<file path="src/rtl/cac_pkg.sv">
// Shared types and helpers for the CaC issue arbiter: controller states,
// credit counter sizing and the registered lane record.
package cac_pkg;

    typedef enum logic [1:0] {
        RUN   = 2'd0,
        FLUSH = 2'd1,
        DONE  = 2'd2
    } cac_state_e;

    localparam int CAC_DATA_W = 32;

    // Counter must hold the full pool value, hence CREDITS+1 codes.
    function automatic int credit_w(input int credits);
        return $clog2(credits + 1);
    endfunction

    typedef struct packed {
        logic                  valid;
        logic [CAC_DATA_W-1:0] dest_vid;
        logic [CAC_DATA_W-1:0] update;
    } cac_lane_t;

endpackage

</file>
<file path="src/rtl/rr_first_pick.sv">
// First-set search over a request vector, starting at start_i and wrapping.
// N must be a power of two so the index wraps by truncation.
module rr_first_pick #(
    parameter  int N  = 4,
    localparam int IW = $clog2(N)
) (
    input  logic [N-1:0]  req_i,
    input  logic [IW-1:0] start_i,
    output logic [N-1:0]  onehot_o,
    output logic [IW-1:0] idx_o,
    output logic          found_o
);

    logic [IW-1:0] probe;

    always_comb begin
        onehot_o = '0;
        idx_o    = '0;
        found_o  = 1'b0;
        probe    = '0;
        for (int k = 0; k < N; k++) begin
            probe = start_i + IW'(k);
            if (!found_o && req_i[probe]) begin
                found_o  = 1'b1;
                idx_o    = probe;
                onehot_o = N'(1) << probe;
            end
        end
    end

endmodule

</file>
<file path="src/rtl/cac_issue_arbiter.sv">
// Credit-metered dual-issue round-robin arbiter feeding the two CaC lanes,
// with a flush sequence that waits for all credits to come home.
module cac_issue_arbiter
    import cac_pkg::*;
#(
    parameter  int DATA_W  = CAC_DATA_W,
    parameter  int NUM_REQ = 4,
    parameter  int CREDITS = 16,
    localparam int CW      = credit_w(CREDITS),
    localparam int IW      = $clog2(NUM_REQ)
) (
    input  logic                      clk,
    input  logic                      rst,
    input  logic [NUM_REQ-1:0]        Req_Valid,
    input  logic [NUM_REQ*DATA_W-1:0] Req_DestVid,
    input  logic [NUM_REQ*DATA_W-1:0] Req_Update,
    output logic [NUM_REQ-1:0]        Req_Ready,
    output logic                      InputValid_A,
    output logic                      InputValid_B,
    output logic [DATA_W-1:0]         InDestVid_A,
    output logic [DATA_W-1:0]         InDestVid_B,
    output logic [DATA_W-1:0]         InUpdate_A,
    output logic [DATA_W-1:0]         InUpdate_B,
    input  logic                      Drain_A,
    input  logic                      Drain_B,
    input  logic                      Flush,
    output logic                      Flush_Done,
    output logic                      Idle,
    output logic                      Err,
    output logic [1:0]                Dbg_State,
    output logic [CW-1:0]             Dbg_Credits
);

    localparam int SW = CW + 1;

    cac_state_e    state_q, state_d;
    logic [IW-1:0] rr_ptr_q, rr_ptr_d;
    logic [CW-1:0] credits_q, credits_d;
    cac_lane_t     lane_a_q, lane_a_d, lane_b_q, lane_b_d;
    logic          err_q, err_d;

    logic [NUM_REQ-1:0] oh1, oh2;
    logic [IW-1:0]      idx1, idx2;
    logic               found1, found2;
    logic               gnt1, gnt2;
    logic [SW-1:0]      credit_sum;

    rr_first_pick #(.N(NUM_REQ)) u_pick1 (
        .req_i    (Req_Valid),
        .start_i  (rr_ptr_q),
        .onehot_o (oh1),
        .idx_o    (idx1),
        .found_o  (found1)
    );

    rr_first_pick #(.N(NUM_REQ)) u_pick2 (
        .req_i    (Req_Valid & ~oh1),
        .start_i  (idx1 + IW'(1)),
        .onehot_o (oh2),
        .idx_o    (idx2),
        .found_o  (found2)
    );

    // The credit pool caps how many of the two picks may actually issue.
    assign gnt1 = (state_q == RUN) && (credits_q != '0) && found1;
    assign gnt2 = (state_q == RUN) && (credits_q >= CW'(2)) && found1 && found2;

    assign Req_Ready = ({NUM_REQ{gnt1}} & oh1) | ({NUM_REQ{gnt2}} & oh2);

    assign Idle = (credits_q == CW'(CREDITS)) && !lane_a_q.valid && !lane_b_q.valid;

    always_comb begin
        state_d    = state_q;
        rr_ptr_d   = rr_ptr_q;
        lane_a_d   = lane_a_q;
        lane_b_d   = lane_b_q;
        err_d      = err_q;
        credits_d  = credits_q;
        credit_sum = SW'(credits_q) - SW'(gnt1) - SW'(gnt2) + SW'(Drain_A) + SW'(Drain_B);

        case (state_q)
            RUN:     if (Flush) state_d = FLUSH;
            FLUSH:   if (Idle)  state_d = DONE;
            DONE:    state_d = RUN;
            default: state_d = RUN;
        endcase

        lane_a_d.valid = gnt1;
        lane_b_d.valid = gnt2;
        if (gnt1) begin
            lane_a_d.dest_vid = CAC_DATA_W'(Req_DestVid[idx1*DATA_W +: DATA_W]);
            lane_a_d.update   = CAC_DATA_W'(Req_Update[idx1*DATA_W +: DATA_W]);
            rr_ptr_d          = idx1 + IW'(1);
        end
        if (gnt2) begin
            lane_b_d.dest_vid = CAC_DATA_W'(Req_DestVid[idx2*DATA_W +: DATA_W]);
            lane_b_d.update   = CAC_DATA_W'(Req_Update[idx2*DATA_W +: DATA_W]);
            rr_ptr_d          = idx2 + IW'(1);
        end

        // Issue never exceeds credits, so only the upper bound can be crossed.
        if (credit_sum > SW'(CREDITS)) begin
            credits_d = CW'(CREDITS);
            err_d     = 1'b1;
        end else begin
            credits_d = credit_sum[CW-1:0];
        end
    end

    always_ff @(posedge clk) begin
        if (rst) begin
            state_q   <= RUN;
            rr_ptr_q  <= '0;
            credits_q <= CW'(CREDITS);
            lane_a_q  <= '0;
            lane_b_q  <= '0;
            err_q     <= 1'b0;
        end else begin
            state_q   <= state_d;
            rr_ptr_q  <= rr_ptr_d;
            credits_q <= credits_d;
            lane_a_q  <= lane_a_d;
            lane_b_q  <= lane_b_d;
            err_q     <= err_d;
        end
    end

    assign InputValid_A = lane_a_q.valid;
    assign InputValid_B = lane_b_q.valid;
    assign InDestVid_A  = DATA_W'(lane_a_q.dest_vid);
    assign InDestVid_B  = DATA_W'(lane_b_q.dest_vid);
    assign InUpdate_A   = DATA_W'(lane_a_q.update);
    assign InUpdate_B   = DATA_W'(lane_b_q.update);
    assign Flush_Done   = (state_q == DONE);
    assign Err          = err_q;
    assign Dbg_State    = state_q;
    assign Dbg_Credits  = credits_q;

endmodule

</file>
<file path="config.mk">
export PLATFORM = sky130hd
export DESIGN_NAME = cac_issue_arbiter
export DESIGN_NICKNAME = d
export VERILOG_FILES = /design/src/rtl/cac_pkg.sv /design/src/rtl/rr_first_pick.sv /design/src/rtl/cac_issue_arbiter.sv
export SDC_FILE = /design/constraint.sdc
export NUM_CORES = 1
export LEC_CHECK = 0
export CAP_MARGIN = 20
export CELL_PAD_IN_SITES_DETAIL_PLACEMENT = 1
export CELL_PAD_IN_SITES_GLOBAL_PLACEMENT = 1
export CORE_MARGIN = 4
export CORE_UTILIZATION = 32
export DETAILED_ROUTE_END_ITERATION = 12
export PLACE_DENSITY = 0.8
export SLEW_MARGIN = 5
export SYNTH_ARGS = -nofsm -noshare
export SYNTH_HDL_FRONTEND = slang
export SYNTH_HIERARCHICAL = 1
export SYNTH_SLANG_ARGS = --single-unit
</file>
<file path="constraint.sdc">
create_clock -name clk -period 7.66 [get_ports clk]
set_clock_uncertainty 0.2 [all_clocks]
set_input_delay 1.532 -clock clk [delete_from_list [all_inputs] [get_ports clk]]
set_output_delay 1.532 -clock clk [all_outputs]
set_load 0.1 [all_outputs]
</file>
## Word-level counts from Yosys, hierarchy flattened

Cells that the tools add are included.

| word-level totals | value |
|---|---|
| flip-flop bits (word level) | 140 |
| bits of input ports | 265 |
| output and inout port bits | 144 |

| operators by class | value |
|---|---|
| equal/unequal tests | 5 |
| muxes and demuxes | 45 |
| reductions and logical operators | 26 |
| $lt $le $gt $ge | 10 |
| bitwise gates (word level) | 5 |
| shift operators | 12 |
| $add $sub $neg | 12 |

Operator list:

| kind | count |
|---|---|
| 128-bit by 8-bit variable part select with 32-bit output | 4 |
| 4-bit two-way mux | 8 |
| 1-bit by 2-bit left shift with 4-bit output, first input constant | 8 |
| 2-bit by 3-bit < comparator with 1-bit output, second input constant | 8 |
| 2-bit two-way mux | 12 |
| 1-bit binary-select mux with 2-bit select | 8 |
| 1-bit two-way mux | 16 |
| 1-bit logical AND | 13 |
| 6-bit by 1-bit adder with 6-bit output | 2 |
| 4-bit bitwise AND | 3 |
| 2-bit by 1-bit adder with 2-bit output, second input constant | 4 |
| 2-bit adder, second input constant | 4 |
| 1-bit zero test | 8 |
| 6-bit by 5-bit greater-than comparator with 1-bit output, second input constant | 1 |
| 5-bit by 1-bit subtractor with 6-bit output | 1 |
| 6-bit by 1-bit subtractor with 6-bit output | 1 |
| 5-bit equality test, second input constant | 1 |
| 5-bit by 2-bit >= comparator with 1-bit output, second input constant | 1 |
| 5-bit nonzero test | 1 |
| 2-bit inequality test, second input constant | 2 |
| 4-bit inverter | 1 |
| 4-bit bitwise OR | 1 |
| 2-bit case mux with 2 select lines | 1 |
| 2-bit by 1-bit equality test with 1-bit output, second input constant | 1 |
| 5 further kinds | 5 |

## Longest topological paths before layout

Gate-level depths: netlist of run 1.

| logic depth | value |
|---|---|
| depth after elaboration | 32 |
| mapped depth | 25 |
| gate-level depth less buffers | 20 |

## By module

Netlist of run 1, hierarchy kept.

Modules (own cells, without submodules):

| module | seq. area each (µm²) | cells each | area an instance (µm²) | times used |
|---|---|---|---|---|
| cac_issue_arbiter | 2802.7 | 806 | 8354.3 | 1 |
| rr_first_pick | 0.0 | 86 | 613.1 | 2 |

## Worst setup path after synthesis of run 1

No wires, ideal clock.

| timing | value |
|---|---|
| path kind | input port to output port |
| start | input Req_Valid[3] |
| end | output Req_Ready[2] |
| required time | 5928 ps |
| buffers on the path | 6 |
| setup slack | 516 ps |
| arrival | 5412 ps |
| stages on the path | 18 |
| path through | clkbuf_1 a21boi_0 o31ai_1 o2111ai_1 o41ai_1 clkbuf_1 buf_4 buf_4 xor2_1 buf_2 inv_1 ha_1 clkbuf_1 nand2_1 nor2_1 a2111oi_2 o2bb2ai_1 a22o_1 |

RTL lines:

| element | line | RTL |
|---|---|---|
| start, declared | cac_issue_arbiter.sv:14 | `input logic [NUM_REQ-1:0] Req_Valid,` |
| 1-bit binary-select mux with 2-bit select | rr_first_pick.sv:23 | `if (!found_o && req_i[probe]) begin` |
| 1-bit two-way mux (not written as such) | rr_first_pick.sv:23 |  |
| 1-bit two-way mux | rr_first_pick.sv:23 |  |
| 1-bit zero test | rr_first_pick.sv:23 |  |
| 1-bit logical AND | rr_first_pick.sv:23 |  |
| 1-bit two-way mux | rr_first_pick.sv:23 |  |
| 1-bit zero test | rr_first_pick.sv:23 |  |
| 1-bit logical AND | rr_first_pick.sv:23 |  |
| (+3 left out) | -- |  |
| 2-bit two-way mux (*) | rr_first_pick.sv:23 |  |
| via idx1[0] | cac_issue_arbiter.sv:43 | `logic [IW-1:0] idx1, idx2;` |
| 2-bit by 1-bit adder with 2-bit output (*) | cac_issue_arbiter.sv:58 | `.start_i (idx1 + IW'(1)),` |
| parallel branches: the longest is 11 deep, another holds 2-bit by 1-bit adder with 2-bit output | -- |  |
| 4-bit two-way mux (*) | rr_first_pick.sv:23 |  |
| via oh2[2] | cac_issue_arbiter.sv:42 | `logic [NUM_REQ-1:0] oh1, oh2;` |
| 4-bit bitwise AND (*) | cac_issue_arbiter.sv:68 | `assign Req_Ready = ({NUM_REQ{gnt1}} & oh1) \| ({NUM_REQ{gnt2}} & oh2);` |
| 4-bit bitwise OR (*) | cac_issue_arbiter.sv:68 |  |
| end, declared | cac_issue_arbiter.sv:17 | `output logic [NUM_REQ-1:0] Req_Ready,` |

Mark *: on every way through the listed nets, which the timed path passes. The select of a mux whose other input is x is not followed.

## Final worst setup path of run 1

| timing | value |
|---|---|
| start | input Req_Valid[3] |
| end | output Req_Ready[1] |

RTL lines:

| element | line |
|---|---|
| 1-bit binary-select mux with 2-bit select | rr_first_pick.sv:23 |
| 1-bit two-way mux (not written as such) | rr_first_pick.sv:23 |
| 1-bit two-way mux | rr_first_pick.sv:23 |
| 1-bit zero test | rr_first_pick.sv:23 |
| 1-bit logical AND | rr_first_pick.sv:23 |
| 1-bit two-way mux | rr_first_pick.sv:23 |
| 1-bit zero test | rr_first_pick.sv:23 |
| 1-bit logical AND | rr_first_pick.sv:23 |
| (+4 left out) | -- |
| via oh1[0] | cac_issue_arbiter.sv:42 |
| (+9 left out) | -- |
| 1-bit logical AND | rr_first_pick.sv:23 |
| 1-bit two-way mux | rr_first_pick.sv:23 |
| 1-bit zero test | rr_first_pick.sv:23 |
| 1-bit logical AND | rr_first_pick.sv:23 |
| 4-bit two-way mux (*) | rr_first_pick.sv:23 |
| via oh2[1] | cac_issue_arbiter.sv:42 |
| 4-bit bitwise AND (*) | cac_issue_arbiter.sv:68 |
| 4-bit bitwise OR (*) | cac_issue_arbiter.sv:68 |

Mark *: on every way through the listed nets, which the timed path passes. The rest lies on a longest branch. The select of a mux whose other input is x is not followed.

==> impl_metrics.prom, run 1 <==
# TYPE chip_impl_metric gauge
chip_impl_metric{name="clock_period_minus_worst_slack",unit="ns"} 7.356
chip_impl_info{name="cts_root_buf",value="sky130_fd_sc_hd__clkbuf_16"} 1
chip_impl_metric{name="post_route_cells_drive_above_1_share",unit=""} 0.1721
chip_impl_metric{name="ff_latch_count_synth",unit=""} 140
chip_impl_metric{name="clock-sinks",unit=""} 140
chip_impl_metric{name="register_area",unit="um2"} 2803
chip_impl_metric{name="worstPathMaxFanout",unit=""} 13
chip_impl_metric{name="worst_ep_arrival_time",unit="ns"} 5.62
chip_impl_metric{name="synthesis.nets",unit=""} 1263
chip_impl_metric{name="start_util",unit=""} 0.3241
chip_impl_metric{name="detail_route.wirelength",unit="um"} 39710
chip_impl_metric{name="gr-total-overflow",unit=""} 0
chip_impl_metric{name="port_buffers",unit=""} 408
chip_impl_metric{name="fin_nets",unit=""} 1620
chip_impl_info{name="min_path_type",value="reg2reg"} 1
chip_impl_metric{name="die_w",unit="um"} 181.0
chip_impl_metric{name="timing_worst_slew_pin_value",unit="ns"} 1.158
chip_impl_metric{name="die_height",unit="um"} 181.0
chip_impl_metric{name="ports",unit=""} 409
chip_impl_metric{name="vias_per_cell",unit=""} 5.353
chip_impl_metric{name="count_of_instances_resized_after_the_clock_tree_is_built",unit=""} 0
chip_impl_metric{name="clock_insertion_delay_worst_skew",unit="ns"} 0.42
chip_impl_metric{name="die_outline_area",unit="um2"} 32770
chip_impl_metric{name="multi_input_comb_area",unit="um2"} 6286
chip_impl_info{name="run_status",value="finished clean"} 1
chip_impl_metric{name="synthCells",unit=""} 978
chip_impl_metric{name="final.setup.tns",unit="ns"} 0
chip_impl_metric{name="critical_path_required",unit="ns"} 5.93
chip_impl_metric{name="setup_viol",unit=""} 0
chip_impl_metric{name="max_slew_margin",unit=""} 0.2256
chip_impl_metric{name="synth.yosys.warnings",unit=""} 6
chip_impl_metric{name="timing_hold_violations_final",unit=""} 0
chip_impl_metric{name="cts.path.max_buffers",unit=""} 2
chip_impl_metric{name="grt_start_max_net_pins",unit=""} 74
chip_impl_metric{name="number_of_buffers_added_to_fix_hold_violations_after_cts",unit=""} 0
chip_impl_info{name="cts_tree",value="built"} 1
chip_impl_metric{name="yosysUniqueCellTypes",unit=""} 58
chip_impl_metric{name="route.detailed.wl_per_inst",unit="um"} 22.82
chip_impl_metric{name="track_usage",unit=""} 0.2343
chip_impl_info{name="most-common-layout-cells",value="403 x sky130_fd_sc_hd__clkdlybuf4s50_1, 271 x sky130_fd_sc_hd__nand2_1, 140 x sky130_fd_sc_hd__dfxtp_1, 128 x sky130_fd_sc_hd__mux4_2, 128 x sky130_fd_sc_hd__a21oi_1"} 1
chip_impl_info{name="worstSetupEndpointType",value="output pin"} 1
chip_impl_metric{name="syn-cell-area",unit="um2"} 9580
chip_impl_info{name="rsz_0062_raised_after_global_routing",value="false"} 1
chip_impl_metric{name="detail-route-antenna-nets",unit=""} 0
chip_impl_metric{name="max_freq",unit="MHz"} 135.9
chip_impl_metric{name="area_growth",unit="%"} 51.39
chip_impl_metric{name="vias",unit=""} 9314
chip_impl_info{name="ys.flop_type",value="sky130_fd_sc_hd__dfxtp_1"} 1
chip_impl_metric{name="global_route_wire_length_before_repair",unit="um"} 60170
chip_impl_metric{name="via_count_of_the_first_global_routing_pass",unit=""} 9878
chip_impl_info{name="layout.cells.most_common",value="sky130_fd_sc_hd__clkdlybuf4s50_1"} 1
chip_impl_metric{name="clock_tree.htree_level_count",unit=""} 4
chip_impl_metric{name="tritoncts.num_buffers",unit=""} 17
chip_impl_metric{name="drcViolationCount",unit=""} 0
chip_impl_info{name="path_class",value="in2out"} 1
chip_impl_metric{name="clkSlewWorstSetupHoldPaths",unit="ns"} 0.06
chip_impl_metric{name="detail_route.first_pass.iterations",unit=""} 4
chip_impl_metric{name="post-cts-setup-buffer-count",unit=""} 0
chip_impl_metric{name="syn_avg_cell_area",unit="um2"} 9.796
chip_impl_metric{name="finalWeightedCongestion",unit=""} 0.9065
chip_impl_metric{name="num_rows",unit=""} 63
chip_impl_metric{name="first_iter_violations",unit=""} 467
chip_impl_metric{name="fraction_of_the_yosys_area_taken_by_sequential_cells",unit=""} 0.2925
chip_impl_metric{name="grt_antenna_before_repair",unit=""} 2
chip_impl_metric{name="synth-edff-count",unit=""} 0
chip_impl_metric{name="nFillCells",unit=""} 3269
chip_impl_metric{name="period_share",unit=""} 0.9603
chip_impl_info{name="setup.worst_path.start_class",value="input port"} 1
chip_impl_metric{name="final-max-slew-violation-count",unit=""} 0
chip_impl_metric{name="core-area",unit="um2"} 29560
chip_impl_metric{name="async_reset_ff_frac",unit=""} 0
chip_impl_metric{name="timing.max_cap.violations",unit=""} 0
chip_impl_metric{name="hpwlAfterDp",unit="um"} 29440
[layer usage]
metal	track usage	share of wire	vias to the layer above
met3	0.05718	0.074	50
li1	-	-	4292
met1	0.2803	0.39	4631
met2	0.4119	0.50	341
met5	0	0	-
met4	0.08196	0.029	0
[cell type report]
| cell class | instances | area share |
|---|---|---|
| inverters | 21 | 0.005607 |
| well taps | 390 | 0.03364 |
| diodes | 2 | 0.0003451 |
| clock buffers | 18 | 0.03028 |
| repair buffers | 425 | 0.2938 |
| flip-flops and latches | 140 | 0.1932 |
| multi-input cells | 730 | 0.4334 |
| clock inverters | 14 | 0.009662 |
[stage by stage]
| step | instances | setup WS [ns] | util | hold slack (ns) | instance area, um2 |
|---|---|---|---|---|---|
| 6_report | 1740 | 0.3039 | 0.4907 | 0.2548 | 14500 |
| 4_1_cts | 1738 | 0.3585 | 0.4905 | 0.2564 | 14500 |
| 2_1_floorplan | 978 | 0.5163 | - | 0.2969 | 9580 |
| 5_1_grt | 1740 | 0.04944 | 0.4907 | 0.2713 | 14500 |
| 3_5_place_dp | 1706 | 0.3740 | 0.4709 | 0.2468 | 13920 |
| 3_3_place_gp | 1706 | 0.4297 | 0.4709 | 0.2410 | 13920 |
[worst paths after layout]
check / startpoint / to / slack, ns / cells past startpoint
min: InDestVid_A[10] / InDestVid_A[10] / 0.25 / 2
min reg2reg: InDestVid_A[10] / InDestVid_A[10] / 0.25 / 2
max: Req_Valid[3] / Req_Ready[1] / 0.30 / 12
max reg2reg: rr_ptr_q[0] / Dbg_Credits[4] / 1.13 / 19
[synthesized netlist by cell type (8+ instances only)]
master | number | share of area
sky130_fd_sc_hd__a2111oi_2 | 8 | 0.013
sky130_fd_sc_hd__nor3b_1 | 12 | 0.0094
sky130_fd_sc_hd__a21oi_2 | 10 | 0.0091
sky130_fd_sc_hd__ha_1 | 17 | 0.022
sky130_fd_sc_hd__mux4_2 | 128 | 0.30
sky130_fd_sc_hd__nand2_2 | 10 | 0.0065
sky130_fd_sc_hd__nand2b_1 | 9 | 0.0059
sky130_fd_sc_hd__o2bb2ai_1 | 8 | 0.0073
sky130_fd_sc_hd__nor2_1 | 30 | 0.012
sky130_fd_sc_hd__clkbuf_1 | 35 | 0.014
sky130_fd_sc_hd__a21oi_1 | 130 | 0.068
sky130_fd_sc_hd__nand2_1 | 271 | 0.11
sky130_fd_sc_hd__inv_1 | 19 | 0.0074
sky130_fd_sc_hd__o22ai_1 | 8 | 0.0052
sky130_fd_sc_hd__buf_2 | 31 | 0.016
sky130_fd_sc_hd__nor2b_1 | 8 | 0.0052
sky130_fd_sc_hd__dfxtp_1 | 140 | 0.29
[critical path: stages]
cell,delay (ns)
sky130_fd_sc_hd__clkdlybuf4s50_1,0.77
sky130_fd_sc_hd__mux2i_2,0.19
sky130_fd_sc_hd__mux2_4,0.34
sky130_fd_sc_hd__a2111oi_2,0.35
sky130_fd_sc_hd__o2bb2ai_1,0.17
sky130_fd_sc_hd__nor2b_1,0.58
sky130_fd_sc_hd__mux2i_1,0.34
sky130_fd_sc_hd__mux2_4,0.39
sky130_fd_sc_hd__a2111oi_2,0.38
sky130_fd_sc_hd__o2bb2ai_1,0.13
sky130_fd_sc_hd__a22o_1,0.25
sky130_fd_sc_hd__buf_12,0.17
[flip-flops by register name, summed over array words and instances, names as in the netlist, 2 cells and up]
register,count
Dbg_Credits,5
Dbg_State,2
InDestVid_A,32
InDestVid_B,32
InUpdate_A,32
InUpdate_B,32
rr_ptr_q,2
[cells by family (layout without fill, tap and decap cells)]
group | count (synthesis) | count (layout) | share of synthesized area
buffers and inverters | 108 | 478 | 0.05603
and+or+nand+nor | 365 | 365 | 0.1659
xor gates and xnor gates | 4 | 4 | 0.003657
DFF | 140 | 140 | 0.2925
other | 0 | 2 | 0
AOI/OAI and AO/OA | 199 | 199 | 0.1306
muxes | 142 | 142 | 0.3228
adders and majority gates | 20 | 20 | 0.02847
Power of run 1 is left out: the tool's default activity adds up to more than one toggle a clock period on the data nets, which glitch-free logic cannot reach.
==> run 2, diff against run 1 <==
- GPL_ROUTABILITY_DRIVEN: unset -> 0
- SLEW_MARGIN: 5 -> unset
==> run 2 against run 1 <==
  * Via count up 0.60%
  * Register-to-register slack got worse by 0.04 ns
  * Worst setup slack gained 0.081 ns
  * Sequential share of layout area about the same
  * Clock-buffer cell count stayed put
  * Core utilization down 0.085 points
  * Design area decreased by 0.17%
  * First-iteration DRC count fell by 3.9%
  * Non-clock buffer count fell by 2
  * Wire length grew 0.60%
  * Critical endpoint is now Req_Ready[2]
  * Largest cell class unchanged
==> impl_metrics.prom, run 2 (synthesis gave the netlist of run 1 again) <==
# TYPE chip_impl_metric gauge
chip_impl_metric{name="worst_ep_arrival_time",unit="ns"} 5.54
chip_impl_metric{name="global_route_wire_length_before_repair",unit="um"} 60950
chip_impl_metric{name="clkSlewWorstSetupHoldPaths",unit="ns"} 0.06
chip_impl_metric{name="grt_start_max_net_pins",unit=""} 88
chip_impl_metric{name="track_usage",unit=""} 0.2378
chip_impl_metric{name="hpwlAfterDp",unit="um"} 29630
chip_impl_metric{name="diodes",unit=""} 0
chip_impl_metric{name="worst_hold_path.num_cells",unit=""} 2
chip_impl_metric{name="timing.max_cap.violations",unit=""} 0
chip_impl_metric{name="cts.path.max_buffers",unit=""} 2
chip_impl_info{name="start_of_the_worst_register_to_register_path",value="rr_ptr_q[0]"} 1
chip_impl_metric{name="setup_viol",unit=""} 0
chip_impl_metric{name="max_slew_margin",unit=""} 0.2142
chip_impl_metric{name="fin_nets",unit=""} 1618
chip_impl_info{name="cts_root_buf",value="sky130_fd_sc_hd__clkbuf_16"} 1
chip_impl_metric{name="via_count_of_the_first_global_routing_pass",unit=""} 10170
chip_impl_metric{name="core-area",unit="um2"} 29560
chip_impl_metric{name="area_growth",unit="%"} 51.13
chip_impl_metric{name="vias",unit=""} 9370
chip_impl_metric{name="number_of_buffers_added_to_fix_hold_violations_after_cts",unit=""} 0
chip_impl_metric{name="timing_worst_slew_pin_value",unit="ns"} 1.175
chip_impl_metric{name="period_share",unit=""} 0.9498
chip_impl_info{name="min_path_type",value="reg2reg"} 1
chip_impl_metric{name="port_buffers",unit=""} 408
chip_impl_metric{name="gr-total-overflow",unit=""} 0
chip_impl_metric{name="fin_cells",unit=""} 1736
chip_impl_metric{name="worst-r2r-cell-count",unit=""} 19
chip_impl_metric{name="clock_insertion_delay_worst_skew",unit="ns"} 0.42
chip_impl_metric{name="clock_period_minus_worst_slack",unit="ns"} 7.275
chip_impl_metric{name="ff2ff_setup_slack",unit="ns"} 1.09
chip_impl_info{name="cts_tree",value="built"} 1
chip_impl_metric{name="first_iter_violations",unit=""} 449
chip_impl_metric{name="detail_route.wirelength",unit="um"} 39950
chip_impl_info{name="timing.rr.end",value="Dbg_Credits[4]"} 1
chip_impl_info{name="rsz_0062_raised_after_global_routing",value="false"} 1
chip_impl_metric{name="grt_antenna_before_repair",unit=""} 2
chip_impl_info{name="most-common-layout-cells",value="403 x sky130_fd_sc_hd__clkdlybuf4s50_1, 271 x sky130_fd_sc_hd__nand2_1, 140 x sky130_fd_sc_hd__dfxtp_1, 128 x sky130_fd_sc_hd__mux4_2, 128 x sky130_fd_sc_hd__a21oi_1"} 1
chip_impl_metric{name="die_w",unit="um"} 181.0
chip_impl_metric{name="post_route_cells_drive_above_1_share",unit=""} 0.1709
chip_impl_metric{name="post-cts-setup-buffer-count",unit=""} 0
chip_impl_metric{name="detail_route.first_pass.iterations",unit=""} 4
chip_impl_metric{name="max_freq",unit="MHz"} 137.4
chip_impl_info{name="worstSetupEndpointType",value="output pin"} 1
chip_impl_metric{name="tritoncts.num_buffers",unit=""} 17
chip_impl_metric{name="count_of_instances_resized_after_the_clock_tree_is_built",unit=""} 0
chip_impl_metric{name="final.setup.tns",unit="ns"} 0
chip_impl_info{name="layout.cells.most_common",value="sky130_fd_sc_hd__clkdlybuf4s50_1"} 1
chip_impl_metric{name="clock-sinks",unit=""} 140
chip_impl_metric{name="final-max-slew-violation-count",unit=""} 0
chip_impl_metric{name="drcViolationCount",unit=""} 0
chip_impl_metric{name="ports",unit=""} 409
chip_impl_metric{name="worstPathMaxFanout",unit=""} 11
chip_impl_info{name="holdPathEnd",value="InUpdate_A[13]"} 1
chip_impl_metric{name="die_height",unit="um"} 181.0
chip_impl_metric{name="clock_tree.htree_level_count",unit=""} 4
chip_impl_metric{name="route.detailed.wl_per_inst",unit="um"} 23.01
chip_impl_metric{name="vias_per_cell",unit=""} 5.397
chip_impl_info{name="run_status",value="finished clean"} 1
chip_impl_info{name="setup.worst_path.start_class",value="input port"} 1
chip_impl_metric{name="die_outline_area",unit="um2"} 32770
chip_impl_metric{name="start_util",unit=""} 0.3241
chip_impl_metric{name="critical_path_required",unit="ns"} 5.93
chip_impl_metric{name="detail-route-antenna-nets",unit=""} 0
chip_impl_info{name="worstHoldStart",value="InUpdate_A[13]"} 1
chip_impl_metric{name="placedCellCount",unit=""} 1704
chip_impl_metric{name="timing_hold_violations_final",unit=""} 0
chip_impl_info{name="path_class",value="in2out"} 1
chip_impl_metric{name="num_rows",unit=""} 63
==> run 2: cell count changes in the layout (fill, tap and decap cells not counted) <==
cell	previous run	this run
sky130_fd_sc_hd__buf_12	5	6
sky130_fd_sc_hd__buf_4	17	14
sky130_fd_sc_hd__clkinv_2	0	1
sky130_fd_sc_hd__clkinv_4	2	1
sky130_fd_sc_hd__clkinvlp_4	0	3
sky130_fd_sc_hd__diode_2	2	0
sky130_fd_sc_hd__inv_6	5	6
sky130_fd_sc_hd__inv_8	7	3
==> run 2: layout make-up <==
class                           count  area, um2
Tap cell                          390      488.0
Clock inverter                     14      122.6
Timing Repair Buffer              423       4259
Fill cell                        3250      15080
Inverter                           21      81.33
Multi-Input combinational cell    730       6286
Clock buffer                       18      439.2
Sequential cell                   140       2803
==> run 2: metal layers <==
layer  up-vias  track usage  part of all wire
met5         -            0           0.00033
met4         2      0.08916             0.036
met3        61      0.06946             0.079
met2       384       0.4213              0.51
met1      4638       0.2719              0.38
li1       4285            -                 -
==> run 2: how the worst max path moves through the flow <==
stage / startpoint / to
global placement: Req_Valid[1] / Req_Ready[2]
detailed placement: Req_Valid[1] / Req_Ready[2]
finish: Req_Valid[1] / Req_Ready[2]
floorplan: Req_Valid[3] / Req_Ready[2]
CTS: Req_Valid[1] / Req_Ready[3]
global route: Req_Valid[1] / Req_Ready[2]
==> run 2: metrics by stage <==
stage | setup slack, ns | instance area [um2] | hold WS, ns | utilization
5_1_grt | 0.1081 | 14480 | 0.2742 | 0.4898
4_1_cts | 0.3565 | 14480 | 0.2591 | 0.4898
6_report | 0.3846 | 14480 | 0.2545 | 0.4898
3_5_place_dp | 0.3876 | 13920 | 0.2492 | 0.4708
2_1_floorplan | 0.5163 | 9580 | 0.2969 | -
3_3_place_gp | 0.4904 | 13920 | 0.2409 | 0.4708
==> run 2: worst max-delay path: stages <==
cell and delay [ns]:
sky130_fd_sc_hd__clkdlybuf4s50_1 0.74, sky130_fd_sc_hd__mux2i_1 0.26, sky130_fd_sc_hd__mux2_4 0.38, sky130_fd_sc_hd__a2111oi_2 0.32
sky130_fd_sc_hd__o2bb2ai_1 0.17, sky130_fd_sc_hd__nor2b_1 0.58, sky130_fd_sc_hd__mux2i_1 0.31, sky130_fd_sc_hd__mux2_4 0.38
sky130_fd_sc_hd__a2111oi_2 0.31, sky130_fd_sc_hd__o2bb2ai_1 0.12, sky130_fd_sc_hd__a22o_1 0.25, sky130_fd_sc_hd__buf_12 0.17
Power of run 2 is left out for the same reason.
==> run 3, diff against run 2 <==
- CORE_UTILIZATION: 32 -> 29
- PLACE_DENSITY: 0.8 -> 0.76
- clock period: 7.66 -> 6.55 ns (I/O delays scaled with it)
==> run 3 against run 2 <==
  * Flip-flop and latch count unchanged
  * Clock-buffer cell count up 1
  * Highest routed layer unchanged
  * Register-to-register slack worse by 0.42 ns
  * Die area up 9.9%
  * Wire length up 0.31%
  * Final cell count up 3.8%
  * Via count up 0.54%
  * Global-route usage down 2.3 points
  * Core utilization down 3.9 points
  * Sequential share of layout area down 0.27 points
  * Hold slack worse by 0.00074 ns
==> impl_metrics.prom, run 3 (synthesis gave the netlist of run 1 again) <==
# TYPE chip_impl_metric gauge
chip_impl_info{name="path_class",value="in2out"} 1
chip_impl_metric{name="max_freq",unit="MHz"} 156.9
chip_impl_metric{name="max_slew_margin",unit=""} 0.2358
chip_impl_metric{name="clock-sinks",unit=""} 140
chip_impl_metric{name="detail_route.first_pass.iterations",unit=""} 4
chip_impl_metric{name="tritoncts.num_buffers",unit=""} 17
chip_impl_metric{name="routed-wl-met2",unit="um"} 20630
chip_impl_metric{name="wl_met3",unit="um"} 2910
chip_impl_metric{name="setup_viol",unit=""} 0
chip_impl_metric{name="finalInstanceArea",unit="um2"} 14680
chip_impl_metric{name="detail_route.wirelength",unit="um"} 40080
chip_impl_metric{name="period_share",unit=""} 0.9730
chip_impl_info{name="most-common-layout-cells",value="400 x sky130_fd_sc_hd__clkdlybuf4s50_1, 271 x sky130_fd_sc_hd__nand2_1, 140 x sky130_fd_sc_hd__dfxtp_1, 128 x sky130_fd_sc_hd__mux4_2, 128 x sky130_fd_sc_hd__a21oi_1"} 1
chip_impl_info{name="run_status",value="finished clean"} 1
chip_impl_metric{name="final-max-slew-violation-count",unit=""} 0
chip_impl_metric{name="route.detailed.wl_per_inst",unit="um"} 22.24
chip_impl_metric{name="timing_worst_slew_pin_value",unit="ns"} 1.143
chip_impl_metric{name="clock_insertion_delay_worst_skew",unit="ns"} 0.42
chip_impl_metric{name="hpwlAfterDp",unit="um"} 29690
chip_impl_metric{name="placement.cell_area",unit="um2"} 14080
chip_impl_info{name="cts_tree",value="built"} 1
chip_impl_metric{name="met1_length",unit="um"} 15130
chip_impl_metric{name="start_util",unit=""} 0.2945
chip_impl_metric{name="worstPathMaxFanout",unit=""} 11
chip_impl_metric{name="die_height",unit="um"} 189.8
chip_impl_info{name="dr.max_layer_used",value="met5"} 1
chip_impl_metric{name="fin_nets",unit=""} 1631
chip_impl_metric{name="clock_tree.htree_level_count",unit=""} 4
chip_impl_info{name="min_path_type",value="reg2reg"} 1
chip_impl_info{name="layout.cells.most_common",value="sky130_fd_sc_hd__clkdlybuf4s50_1"} 1
chip_impl_metric{name="detail-route-antenna-nets",unit=""} 0
chip_impl_metric{name="post_route_cells_drive_above_1_share",unit=""} 0.1819
chip_impl_info{name="worstSetupEndpointType",value="output pin"} 1
chip_impl_metric{name="grt_start_max_net_pins",unit=""} 88
chip_impl_metric{name="num_rows",unit=""} 66
chip_impl_metric{name="vias_per_cell",unit=""} 5.228
chip_impl_metric{name="grt_antenna_before_repair",unit=""} 5
chip_impl_metric{name="critical_path_required",unit="ns"} 5.04
chip_impl_metric{name="track_usage",unit=""} 0.2146
chip_impl_metric{name="first_iter_violations",unit=""} 394
chip_impl_metric{name="timing.max_cap.violations",unit=""} 0
chip_impl_metric{name="die_outline_area",unit="um2"} 36010
chip_impl_metric{name="core-area",unit="um2"} 32540
chip_impl_metric{name="via_count_of_the_first_global_routing_pass",unit=""} 10210
chip_impl_metric{name="cts.path.max_buffers",unit=""} 2
chip_impl_metric{name="gr-total-overflow",unit=""} 0
chip_impl_metric{name="register_area",unit="um2"} 2803
chip_impl_metric{name="multi_input_comb_area",unit="um2"} 6297
chip_impl_metric{name="port_buffers",unit=""} 408
chip_impl_metric{name="nFillCells",unit=""} 3688
chip_impl_metric{name="clock_period_minus_worst_slack",unit="ns"} 6.373
chip_impl_metric{name="post-cts-setup-buffer-count",unit=""} 0
chip_impl_metric{name="area_growth",unit="%"} 53.23
chip_impl_metric{name="ports",unit=""} 409
chip_impl_metric{name="global_route_wire_length_before_repair",unit="um"} 59870
chip_impl_info{name="setup.worst_path.start_class",value="input port"} 1
chip_impl_metric{name="drcViolationCount",unit=""} 0
chip_impl_metric{name="timing_hold_violations_final",unit=""} 0
chip_impl_metric{name="vias",unit=""} 9421
chip_impl_info{name="cts_root_buf",value="sky130_fd_sc_hd__clkbuf_16"} 1
chip_impl_metric{name="clkSlewWorstSetupHoldPaths",unit="ns"} 0.06
chip_impl_metric{name="worst_ep_arrival_time",unit="ns"} 4.86
chip_impl_metric{name="die_w",unit="um"} 189.8
## run 3: cell count changes in the layout (fill, tap and decap cells not counted), moves of 2 or more
cell and delta:
sky130_fd_sc_hd__a22o_2 +4, sky130_fd_sc_hd__inv_6 -2, sky130_fd_sc_hd__clkdlybuf4s50_1 -3, sky130_fd_sc_hd__dlymetal6s2s_1 +2, sky130_fd_sc_hd__inv_8 -3, sky130_fd_sc_hd__a22o_1 -4
sky130_fd_sc_hd__diode_2 +2, sky130_fd_sc_hd__bufinv_16 +2, sky130_fd_sc_hd__buf_4 +13
## run 3: path summary, 6_finish.rpt
| check | start | endpoint | slack [ns] | cells after the start |
|---|---|---|---|---|
| hold reg to reg | InDestVid_A[10] | InDestVid_A[10] | 0.25 | 2 |
| hold / removal | InDestVid_A[10] | InDestVid_A[10] | 0.25 | 2 |
| setup / recovery | Req_Valid[1] | Req_Ready[0] | 0.18 | 13 |
| setup reg to reg | rr_ptr_q[1] | Dbg_Credits[4] | 0.67 | 20 |
## run 3: timing repair
action	in CTS	in global routing
pin swaps	0	0
endpoints found under the setup margin	1	4
gates resized for setup	1	4
hold buffers	0	0
## run 3: area by class of cell
cell class / instances / share of cell area
clock inverters: 12 / 0.009375
flip-flops and latches: 140 / 0.1909
multi-input cells: 730 / 0.4290
inverters: 21 / 0.005540
diodes: 2 / 0.0003409
repair buffers: 436 / 0.2970
well taps: 442 / 0.03767
clock buffers: 19 / 0.03017
## run 3: stage by stage
stage                     setup TNS (ns)  utilization  instances  hold WS, ns  worst slack, ns
after floorplan                        0            -        978       0.2969           0.1144
after detailed placement        -0.08120       0.4329       1769       0.2475         -0.08120
after global placement                 0       0.4329       1769       0.2407           0.1771
after global routing            -0.01123       0.4512       1802       0.2732         -0.01123
final                                  0       0.4512       1802       0.2538           0.1770
after CTS                              0       0.4507       1800       0.2560           0.1154
## run 3: critical path: stages
cell and delay [ns]:
sky130_fd_sc_hd__clkdlybuf4s50_1 0.66, sky130_fd_sc_hd__mux2i_2 0.18, sky130_fd_sc_hd__mux2_4 0.34, sky130_fd_sc_hd__a2111oi_2 0.38
sky130_fd_sc_hd__o2bb2ai_1 0.17, sky130_fd_sc_hd__nor2b_1 0.19, sky130_fd_sc_hd__buf_4 0.22, sky130_fd_sc_hd__mux2i_2 0.14
sky130_fd_sc_hd__mux2_4 0.32, sky130_fd_sc_hd__a2111oi_2 0.36, sky130_fd_sc_hd__o2bb2ai_1 0.13, sky130_fd_sc_hd__a22o_2 0.28
sky130_fd_sc_hd__buf_12 0.17
## run 3: metal layers
layer	track usage	vias up
met1	0.2390	4687
met5	0	-
met4	0.08681	6
li1	-	4301
met2	0.3889	362
met3	0.05725	65
Power of run 3 is left out for the same reason.
